==> src/rtl/instruction_fetch_stage_pkg.sv <==
// Shared definitions for the IF stage: bubble pattern, reset PC,
// FSM encodings and a small PC helper.
package instruction_fetch_stage_pkg;

  localparam logic [31:0] NOP_INSTR_DEFAULT = 32'h0000_0013;
  localparam logic [31:0] RESET_PC_DEFAULT  = 32'h0000_0000;

  typedef enum logic [1:0] {
    S_REQ   = 2'd0,
    S_HOLD  = 2'd1,
    S_DRAIN = 2'd2
  } fetch_state_e;

  // Sequential successor of a fetch address; wraps modulo 2^32.
  function automatic logic [31:0] pc_plus4(input logic [31:0] pc);
    return pc + 32'd4;
  endfunction

  // Forces a redirect target onto a word boundary.
  function automatic logic [31:0] word_align(input logic [31:0] addr);
    return addr & 32'hFFFF_FFFC;
  endfunction

endpackage

==> src/rtl/instruction_fetch_stage_if_id_register.sv <==
// Generic IF/ID pipeline register. Bubble wins over load; neither means hold.
import instruction_fetch_stage_pkg::*;

module if_id_register #(
  parameter logic [31:0] NOP_INSTR = NOP_INSTR_DEFAULT
) (
  input  logic        clk_i,
  input  logic        rst_ni,
  input  logic        load_i,
  input  logic        bubble_i,
  input  logic [31:0] pc_i,
  input  logic [31:0] pc4_i,
  input  logic [31:0] instr_i,
  output logic [31:0] pc_o,
  output logic [31:0] pc4_o,
  output logic [31:0] instr_o,
  output logic        valid_o
);

  logic [31:0] pc_q;
  logic [31:0] pc4_q;
  logic [31:0] instr_q;
  logic        valid_q;

  // Pipeline register: reset to an invalid NOP, then bubble / load / hold.
  always_ff @(posedge clk_i or negedge rst_ni) begin
    if (!rst_ni) begin
      pc_q    <= 32'd0;
      pc4_q   <= 32'd0;
      instr_q <= NOP_INSTR;
      valid_q <= 1'b0;
    end else if (bubble_i) begin
      instr_q <= NOP_INSTR;
      valid_q <= 1'b0;
    end else if (load_i) begin
      pc_q    <= pc_i;
      pc4_q   <= pc4_i;
      instr_q <= instr_i;
      valid_q <= 1'b1;
    end else begin
      pc_q    <= pc_q;
      pc4_q   <= pc4_q;
      instr_q <= instr_q;
      valid_q <= valid_q;
    end
  end

  assign pc_o    = pc_q;
  assign pc4_o   = pc4_q;
  assign instr_o = instr_q;
  assign valid_o = valid_q;

endmodule

==> src/rtl/instruction_fetch_stage.sv <==
// RV32I instruction fetch stage: PC, imem read handshake with wait states,
// stall buffering, redirect draining, and the IF/ID register.
import instruction_fetch_stage_pkg::*;

module instruction_fetch_stage #(
  parameter logic [31:0] RESET_PC  = RESET_PC_DEFAULT,
  parameter logic [31:0] NOP_INSTR = NOP_INSTR_DEFAULT
) (
  input  logic        CLK,
  input  logic        RESET_N,
  output logic [31:0] IMEM_ADDR,
  output logic        IMEM_READ,
  input  logic [31:0] IMEM_READDATA,
  input  logic        IMEM_BUSYWAIT,
  input  logic        STALL,
  input  logic        FLUSH,
  input  logic [31:0] BRANCH_TARGET,
  output logic [31:0] IFID_PC,
  output logic [31:0] IFID_PC4,
  output logic [31:0] IFID_INSTRUCTION,
  output logic        IFID_VALID,
  output logic        FETCH_BUSY
);

  fetch_state_e state_q, state_d;
  logic [31:0]  pc_q, pc_d;
  logic [31:0]  buf_q, buf_d;
  logic [31:0]  pend_pc_q, pend_pc_d;
  logic         ifid_load_s;
  logic         ifid_bubble_s;
  logic [31:0]  ifid_instr_in_s;
  logic [31:0]  target_s;

  assign target_s = word_align(BRANCH_TARGET);

  // State, PC, stall buffer and pending redirect registers.
  always_ff @(posedge CLK or negedge RESET_N) begin
    if (!RESET_N) begin
      state_q   <= S_REQ;
      pc_q      <= word_align(RESET_PC);
      buf_q     <= 32'd0;
      pend_pc_q <= 32'd0;
    end else begin
      state_q   <= state_d;
      pc_q      <= pc_d;
      buf_q     <= buf_d;
      pend_pc_q <= pend_pc_d;
    end
  end

  // Next-state logic; FLUSH outranks STALL and the memory response.
  always_comb begin
    state_d         = state_q;
    pc_d            = pc_q;
    buf_d           = buf_q;
    pend_pc_d       = pend_pc_q;
    ifid_load_s     = 1'b0;
    ifid_bubble_s   = 1'b0;
    ifid_instr_in_s = IMEM_READDATA;
    case (state_q)
      S_REQ: begin
        if (FLUSH) begin
          ifid_bubble_s = 1'b1;
          if (IMEM_BUSYWAIT) begin
            // The access in flight must finish before the target is fetched.
            pend_pc_d = target_s;
            state_d   = S_DRAIN;
          end else begin
            pc_d = target_s;
          end
        end else if (IMEM_BUSYWAIT) begin
          if (!STALL) begin
            ifid_bubble_s = 1'b1;
          end else begin
            ifid_bubble_s = 1'b0;
          end
        end else if (!STALL) begin
          ifid_load_s = 1'b1;
          pc_d        = pc_plus4(pc_q);
        end else begin
          // Memory delivered while decode is frozen: park the word.
          buf_d   = IMEM_READDATA;
          state_d = S_HOLD;
        end
      end
      S_HOLD: begin
        ifid_instr_in_s = buf_q;
        if (FLUSH) begin
          ifid_bubble_s = 1'b1;
          pc_d          = target_s;
          state_d       = S_REQ;
        end else if (!STALL) begin
          ifid_load_s = 1'b1;
          pc_d        = pc_plus4(pc_q);
          state_d     = S_REQ;
        end else begin
          state_d = S_HOLD;
        end
      end
      S_DRAIN: begin
        if (FLUSH) begin
          ifid_bubble_s = 1'b1;
          if (!IMEM_BUSYWAIT) begin
            pc_d    = target_s;
            state_d = S_REQ;
          end else begin
            pend_pc_d = target_s;
          end
        end else if (!IMEM_BUSYWAIT) begin
          pc_d    = pend_pc_q;
          state_d = S_REQ;
        end else begin
          state_d = S_DRAIN;
        end
      end
      default: begin
        state_d = S_REQ;
      end
    endcase
  end

  // pc_q still holds the abandoned address while draining.
  assign IMEM_ADDR  = pc_q;
  assign IMEM_READ  = RESET_N & (state_q != S_HOLD);
  assign FETCH_BUSY = (state_q != S_REQ) | IMEM_BUSYWAIT;

  if_id_register #(
    .NOP_INSTR(NOP_INSTR)
  ) u_if_id (
    .clk_i    (CLK),
    .rst_ni   (RESET_N),
    .load_i   (ifid_load_s),
    .bubble_i (ifid_bubble_s),
    .pc_i     (pc_q),
    .pc4_i    (pc_plus4(pc_q)),
    .instr_i  (ifid_instr_in_s),
    .pc_o     (IFID_PC),
    .pc4_o    (IFID_PC4),
    .instr_o  (IFID_INSTRUCTION),
    .valid_o  (IFID_VALID)
  );

endmodule

==> config.mk <==
export PLATFORM = sky130hd
export DESIGN_NAME = instruction_fetch_stage
export DESIGN_NICKNAME = d
export VERILOG_FILES = /design/src/rtl/instruction_fetch_stage_pkg.sv /design/src/rtl/instruction_fetch_stage_if_id_register.sv /design/src/rtl/instruction_fetch_stage.sv
export SDC_FILE = /design/constraint.sdc
export NUM_CORES = 1
export LEC_CHECK = 0
export CAP_MARGIN = 20
export CELL_PAD_IN_SITES_DETAIL_PLACEMENT = 2
export CELL_PAD_IN_SITES_GLOBAL_PLACEMENT = 2
export CORE_MARGIN = 1
export CORE_UTILIZATION = 33
export DETAILED_ROUTE_END_ITERATION = 6
export GPL_TIMING_DRIVEN = 1
export PLACE_DENSITY = 0.86
export REMOVE_ABC_BUFFERS = 1
export SETUP_SLACK_MARGIN = 0.1
export SLEW_MARGIN = 20
export SYNTH_ARGS = -nofsm -noshare
export SYNTH_HDL_FRONTEND = slang
export SYNTH_SLANG_ARGS = --single-unit
==> constraint.sdc <==
create_clock -name CLK -period 3.1 [get_ports CLK]
set_input_delay 0.93 -clock CLK [delete_from_list [all_inputs] [get_ports CLK]]
set_output_delay 0.93 -clock CLK [all_outputs]
set_load 0.01 [all_outputs]
==> results of run 1 <==
## worst max-delay path: stages (launching register included)
cell,delay (ns)
sky130_fd_sc_hd__dfrtp_2,0.41
sky130_fd_sc_hd__inv_1,0.08
sky130_fd_sc_hd__ha_2,0.26
sky130_fd_sc_hd__nor2b_4,0.16
sky130_fd_sc_hd__clkdlybuf4s50_1,0.55
## per-layer routing
layer / part of all wire [%] / wire length, um / GRT usage (%) / vias up
met5: 0.030 / 12 / 0 / -
met4: 2.3 / 907 / 7.97 / 2
met3: 6.8 / 2730 / 7.01 / 65
met2: 50 / 19900 / 43.6 / 300
met1: 41 / 16400 / 29.7 / 4858
li1: - / - / - / 4143
## sequential cells by signal (all words and copies together) (netlist names)
| name | flops |
|---|---|
| IMEM_ADDR | 32 |
| buf_q | 32 |
| u_if_id.valid_o | 1 |
| u_if_id.pc4_o | 32 |
| state_q | 2 |
| u_if_id.instr_o | 32 |
| u_if_id.pc_o | 30 |
| pend_pc_q | 30 |
## power by group through the flow
stage,registers (mW),clock network [mW],logic [mW]
after floorplan,4.79,0,3.14
after global placement,4.48,0,6.52
after detailed placement,4.62,0,6.88
after CTS,4.59,2.23,6.97
after global routing,4.74,2.31,7.46
final,4.59,2.16,6.95
## cell usage after synthesis (all sizes together), types with 5 or more instances
cell,count,area (um2)
buf,62,337
nand2b,5,31.3
and3,5,31.3
a22o,8,70.1
nor3,12,60.1
a31oi,5,31.3
nor2b,10,62.6
xnor2,20,175
dfrtp,188,4700
nand2,111,419
mux2i,56,561
nand3,18,120
o211ai,7,52.6
nor2,79,297
nor4,10,77.6
a21oi,48,252
a221oi,8,70.1
a211oi,40,305
a22oi,5,37.5
xor2,22,193
ha,5,62.6
o21ai,75,375
inv,9,33.8
a211o,5,43.8
o22ai,11,68.8
clkbuf,35,133
or2,5,31.3
nand4,17,113
mux2,98,1100
## logic make-up after synthesis
group | after synthesis | share of synthesized area [%]
buf+inv | 106 | 4.80
fa+ha+maj | 5 | 0.597
compound gates | 257 | 16.2
simple gates | 292 | 13.3
mux | 154 | 15.9
flops | 191 | 45.6
xor+xnor | 42 | 3.51
## final timing paths
path                                              start  depth (start not counted)                            end
setup / recovery                 state_q[1]$_DFFE_PN0P_                          4                      IMEM_READ
hold / removal             u_if_id.pc_o[25]$_DFFE_PN0P_                          2   u_if_id.pc_o[25]$_DFFE_PN0P_
setup reg to reg                 state_q[0]$_DFFE_PN0P_                          7      IMEM_ADDR[11]$_DFFE_PN0P_
hold reg to reg            u_if_id.pc_o[25]$_DFFE_PN0P_                          2   u_if_id.pc_o[25]$_DFFE_PN0P_
max in group asynchronous                       RESET_N                          3  u_if_id.pc4_o[24]$_DFFE_PN0P_
min in group asynchronous                       RESET_N                          2  u_if_id.pc4_o[16]$_DFFE_PN0P_
## layout make-up
type                            count  area [um2]
Sequential cell                   191        4780
Clock inverter                     14         109
Clock buffer                       18         439
Fill cell                        3254       17300
Multi-Input combinational cell    750        5230
Inverter                            9        33.8
Tap cell                          396         495
Antenna cell                        1        2.50
Timing Repair Buffer              258        2510
## repair_timing
item,CTS,global route
endpoints found under the setup margin,1,2
hold buffers,0,0
hold endpoints to repair,0,0
gates resized for setup,2,2
setup buffers,0,0
==> results by group, run 1 <==
Global routing
  – Global-route wire length before repair: 62.7 mm
  – Initial antenna violation count: 1
  – Vias in the first global route: 10400
  – Overall Global Routing Usage: 25.1%
  – Remaining global-route overflow: 0
  – Pin count of the biggest net entering global routing: 135

Setup path
  – Largest driver fanout on the critical path: 8
  – Critical path type: reg2out
  – Arrival time of data at the critical path endpoint: 1.92 ns
  – Critical Path Source Type: flip-flop
  – Reg2Reg Setup Slack: 0.49 ns
  – Worst EP required: 2.17 ns
  – Type of destination of the critical path: output port

Yosys
  – Warnings from Yosys: 0
  – Post-synth EDFFs: 0
  – Syn avg cell area: 10.0 um2
  – Post-synth cell types: 74
  – Number of instances in the synthesized netlist: 1047
  – #FFs+latches synth: 191
  – Synth Flop Type: sky130_fd_sc_hd__dfrtp_1
  – Netlist area before placement: 10500 um2
  – Share of async-settable or async-resettable flops after synthesis: 100%
  – Seq/Total Area, Yosys: 45.6%

Clock tree
  – Clock root cell: sky130_fd_sc_hd__clkbuf_16
  – CTS sink count: 191
  – CTS max path bufs: 2
  – Clock tree from TritonCTS: done
  – Worst-Skew Late Latency: 0.46 ns
  – TritonCTS Buffers: 17
  – Clock Pin Slew Worst Setup and Hold Paths: 0.08 ns
  – CTS H-tree depth: 4

Floorplan
  – Horizontal die dimension: 180 um
  – Starting density of the core: 33.9%
  – Area of the core: 30900 um2
  – Die area: 32500 um2
  – Rows: 64
  – Count of pins on the block boundary: 200
  – Die span in y: 180 um

Finish
  – Highest-count cells in the layout ignoring fill and taps: sky130_fd_sc_hd__clkdlybuf4s50_1 (193), sky130_fd_sc_hd__dfrtp_1 (187), sky130_fd_sc_hd__nand2_1 (110)
  – Post-synthesis to final-layout area growth: 29.8%
  – Share of post-route cells with drive strength above 1: 17.8%
  – Finished Layout Cells: 1637
  – Share of the core filled with cells in the final layout: 44.0%
  – Post-Layout Inst Area: 13600 um2
  – # nets final: 1301
  – Most common library cell in the layout ignoring fill and taps: sky130_fd_sc_hd__clkdlybuf4s50_1

Timing
  – Max Clock Freq: 350 MHz
  – Clock Skews: 0.0126 ns
  – Setup violation total in the final timing report: 0
  – Worst setup margin: 0.245 ns
  – Worst hold-check slack: 0.487 ns
  – Slew at the pin with the worst max-slew slack: 0.846 ns
  – Final Hold Violating Endpoints: 0
  – Setup repair after global routing missed its margin: false
  – Final-layout setup total negative slack: 0 ns
  – Min Tclk post-route: 2.85 ns
  – Number of max-slew violations in the final report: 0
  – Max-Slew Margin vs Limit: 43.6%
  – Period utilization: 92.1%

Pwr
  – Sequential Power Share: 33.5%
  – Sw Ratio: 41.6%
  – Clk network pwr share: 15.8%
  – Net switching power: 5.69 mW
  – Worst ir drop on vdd: 0.489 mV
  – Overall power consumption: 13.7 mW
  – Pwr Density: 1010 nW/um2
  – P_int: 8.01 mW
  – Leakage component of the power: 5.49 nW
  – Logic pwr share: 50.7%

Routing
  – Antenna Nets Post-Route: 0
  – Via-to-Cell Ratio: 5.72
  – DRC marker count from the first detailed-route iteration: 560
  – Number of remaining DRC errors: 0
  – Detail-routed net length per standard cell: 24.4 um
  – Length of the first detailed-routing pass in iterations: 5
  – Total wire length: 40.0 mm
  – Overall via count from detail_route: 9368

Placed design
  – Post-Place Cell Area: 13000 um2
  – DP HPWL: 27.4 mm
  – Post-placement setup slack: 0.145 ns
  – Number of placed instances with taps included: 1604
  – Number of port buffers: 197
  – RePlAce Congestion: 0.850

Flow run
  – Number of maximum-capacitance violations: 0

Outcome
  – Run status: finished, final reports clean

Hold path
  – Hold Path Class: reg2reg
Note: power is estimated with default switching activity, not from simulation.
==> run 2, diff against run 1 <==
--- a/config.mk
+++ b/config.mk
@@ -9,10 +9,10 @@
 export CELL_PAD_IN_SITES_DETAIL_PLACEMENT = 2
 export CELL_PAD_IN_SITES_GLOBAL_PLACEMENT = 2
 export CORE_MARGIN = 1
-export CORE_UTILIZATION = 33
+export CORE_UTILIZATION = 40
 export DETAILED_ROUTE_END_ITERATION = 6
-export GPL_TIMING_DRIVEN = 1
-export PLACE_DENSITY = 0.86
+export DONT_BUFFER_PORTS = 1
+export PLACE_DENSITY = 0.85
 export REMOVE_ABC_BUFFERS = 1
 export SETUP_SLACK_MARGIN = 0.1
 export SLEW_MARGIN = 20
==> run 2 against run 1 <==
  * Cell area shrank 16%
  * Die area fell by 17%
  * Cell count down 17%
  * Clock power rose by 10%
  * Total power fell by 11%
==> results by group, run 2 (synthesized netlist as in run 1, its figures left out) <==
Outcome
  – Run status: finished, final reports clean

Setup path
  – Type of destination of the critical path: output port
  – Worst EP required: 2.17 ns (about the same)
  – Critical path capture point: IMEM_READ
  – Worst r2r dst: IMEM_ADDR[26]$_DFFE_PN0P_
  – Reg2Reg Setup Slack: 0.42 ns (-0.07 ns)
  – Critical Path Source Type: flip-flop
  – Critical path type: reg2out
  – Startpoint of the most critical register-to-register path: IMEM_ADDR[3]$_DFFE_PN0P_
  – Critical Path Start: state_q[1]$_DFFE_PN0P_
  – Path depth of the worst reg2reg path: 8 (+1)
  – Largest driver fanout on the critical path: 12 (+4)
  – Arrival time of data at the critical path endpoint: 1.80 ns (-0.12 ns)

Finish
  – Total inserted antenna cells: 0 (-1)
  – # nets final: 1090 (-16%)
  – # fillers: 2630 (-19%)
  – Post-synthesis to final-layout area growth: 9.26%
  – Finished Layout Cells: 1359 (-17%)
  – Most common library cell in the layout ignoring fill and taps: sky130_fd_sc_hd__dfrtp_1
  – Share of the core filled with cells in the final layout: 45.0% (+0.95 points)
  – Highest-count cells in the layout ignoring fill and taps: sky130_fd_sc_hd__dfrtp_1 (188), sky130_fd_sc_hd__nand2_1 (110), sky130_fd_sc_hd__mux2_2 (98)
  – Share of post-route cells with drive strength above 1: 19.6% (+1.8 points)

Pwr
  – P_int: 6.94 mW (-13%)
  – Sequential Power Share: 40.7% (+7.2 points)
  – Sw Ratio: 43.3% (+1.7 points)
  – Net switching power: 5.30 mW (-6.9%)
  – Worst ir drop on vdd: 0.375 mV (-23%)
  – Clk network pwr share: 19.4% (+3.6 points)
  – Overall power consumption: 12.2 mW (-11%)
  – Leakage component of the power: 4.70 nW (-14%)
  – Logic pwr share: 39.9% (-11 points)
  – Pwr Density: 1070 nW/um2 (+6.1%)

Clock tree
  – Clock tree from TritonCTS: done
  – CTS sink count: 191 (unchanged)
  – Post-CTS setup buffers: 0 (unchanged)
  – CTS H-tree depth: 4 (unchanged)
  – Clock Pin Slew Worst Setup and Hold Paths: 0.08 ns (about the same)
  – Number of cells upsized or downsized after cts: 0 (-2)
  – Worst-Skew Late Latency: 0.45 ns (about the same)
  – CTS max path bufs: 2 (unchanged)
  – Hold-fix buffer count after cts: 0 (unchanged)
  – Clock root cell: sky130_fd_sc_hd__clkbuf_16
  – TritonCTS Buffers: 17 (unchanged)

Timing
  – Max-Slew Margin vs Limit: 52.3% (+8.7 points)
  – Period utilization: 88.2% (-3.9 points)
  – Final-layout setup total negative slack: 0 ns (unchanged)
  – Clock Skews: 0.0115 ns (-0.00112 ns)
  – Min Tclk post-route: 2.73 ns (-0.121 ns)
  – Final Hold Violating Endpoints: 0 (unchanged)
  – Slew at the pin with the worst max-slew slack: 0.706 ns (-0.140 ns)
  – Worst setup margin: 0.366 ns (+0.121 ns)
  – Setup violation total in the final timing report: 0 (unchanged)
  – Max Clock Freq: 366 MHz (+4.4%)
  – Number of max-slew violations in the final report: 0 (unchanged)
  – Setup repair after global routing missed its margin: false

Floorplan
  – Die span in y: 164 um (-9.1%)
  – Die area: 26900 um2 (-17%)
  – Rows: 58 (-9.4%)
  – Count of pins on the block boundary: 200 (unchanged)
  – Horizontal die dimension: 164 um (-9.1%)
  – Area of the core: 25500 um2 (-18%)
  – Starting density of the core: 41.2% (+7.2 points)

Routing
  – DRC marker count from the first detailed-route iteration: 427 (-24%)
  – Total wire length: 35.7 mm (-11%)
  – Detail-routed net length per standard cell: 26.3 um (+7.7%)
  – Length of the first detailed-routing pass in iterations: 5 (unchanged)
  – Overall via count from detail_route: 8444 (-9.9%)
  – Via-to-Cell Ratio: 6.21 (+8.6%)
  – Number of remaining DRC errors: 0 (unchanged)
  – Antenna Nets Post-Route: 0 (unchanged)

Global routing
  – Pin count of the biggest net entering global routing: 193 (+43%)
  – Met2 usage in global routing: 46.7% (+3.1 points)
  – Remaining global-route overflow: 0 (unchanged)
  – Overall Global Routing Usage: 27.2% (+2.1 points)
  – Vias in the first global route: 9655 (-7.1%)
  – Global-route wire length before repair: 55.4 mm (-12%)
  – Initial antenna violation count: 1 (unchanged)
  – Peak-usage layer in the global routing report: met2
  – Met1 capacity usage during global routing: 31.4% (+1.7 points)
  – Met3 Resource Use GR: 8.69% (+1.7 points)

Placed design
  – Number of placed instances with taps included: 1327 (-17%)
  – DP HPWL: 23.4 mm (-15%)
  – RePlAce Congestion: 0.848 (-0.16%)
  – Number of port buffers: 0 (-100%)
  – Post-placement setup slack: 0.390 ns (+0.245 ns)

Flow run
  – Number of maximum-capacitance violations: 0 (unchanged)

Hold path
  – Hold Path Class: in2async
## run 2: changes by cell type in the layout (fill, tap and decap cells not counted), moves of 2 or more
cell	previous run	this run
sky130_fd_sc_hd__buf_12	7	3
sky130_fd_sc_hd__buf_2	2	0
sky130_fd_sc_hd__buf_4	54	44
sky130_fd_sc_hd__bufinv_16	0	2
sky130_fd_sc_hd__clkbuf_8	2	0
sky130_fd_sc_hd__clkdlybuf4s50_1	193	0
sky130_fd_sc_hd__clkinv_8	0	2
sky130_fd_sc_hd__clkinvlp_4	5	1
sky130_fd_sc_hd__inv_6	5	3
sky130_fd_sc_hd__inv_8	0	4
## run 2: stage by stage
stage	instance area, um2	hold WS (ns)
detailed placement	10800	0.493
finish	11500	0.179
CTS	11500	0.164
floorplan	10000	0.474
global route	11500	0.157
global placement	10800	0.481
## run 2: routing by layer
metal | wire [um] | vias up | part of all wire, %
met1 | 14100 | 4370 | 40
met4 | 920 | 2 | 2.6
met3 | 2990 | 67 | 8.4
met5 | 17 | - | 0.048
li1 | - | 3714 | -
met2 | 17700 | 291 | 49
## run 2: cell type report
class                   instances  area [um2]  share of cell area (%)
clock inverters                15         194                    1.69
repair buffers                 47         390                    3.41
well taps                     330         413                    3.60
multi-input cells             750        5210                    45.5
inverters                       9        33.8                   0.295
clock buffers                  17         425                    3.71
flip-flops and latches        191        4780                    41.8
## run 2: power groups by stage
stage	clock (mW)	sequential [mW]	combinational, mW
2_1_floorplan	0	4.79	3.14
3_3_place_gp	0	4.94	4.48
3_5_place_dp	0	5.03	4.78
4_1_cts	2.41	5.00	4.89
5_1_grt	2.50	5.15	5.28
6_report	2.38	4.98	4.89
## run 2: worst min-delay path by stage
| stage | endpoint | cells past startpoint |
|---|---|---|
| floorplan | pend_pc_q[10]$_DFFE_PN0P_ | 1 |
| global placement | pend_pc_q[10]$_DFFE_PN0P_ | 1 |
| detailed placement | pend_pc_q[18]$_DFFE_PN0P_ | 1 |
| CTS | u_if_id.pc_o[18]$_DFFE_PN0P_ | 0 |
| global route | u_if_id.pc_o[18]$_DFFE_PN0P_ | 0 |
| finish | u_if_id.pc_o[18]$_DFFE_PN0P_ | 0 |
## run 2: critical path: stages, from the launching register on
cell	delay, ns
sky130_fd_sc_hd__dfrtp_1	0.42
sky130_fd_sc_hd__inv_1	0.10
sky130_fd_sc_hd__ha_2	0.42
sky130_fd_sc_hd__buf_4	0.31
sky130_fd_sc_hd__nor2b_1	0.12
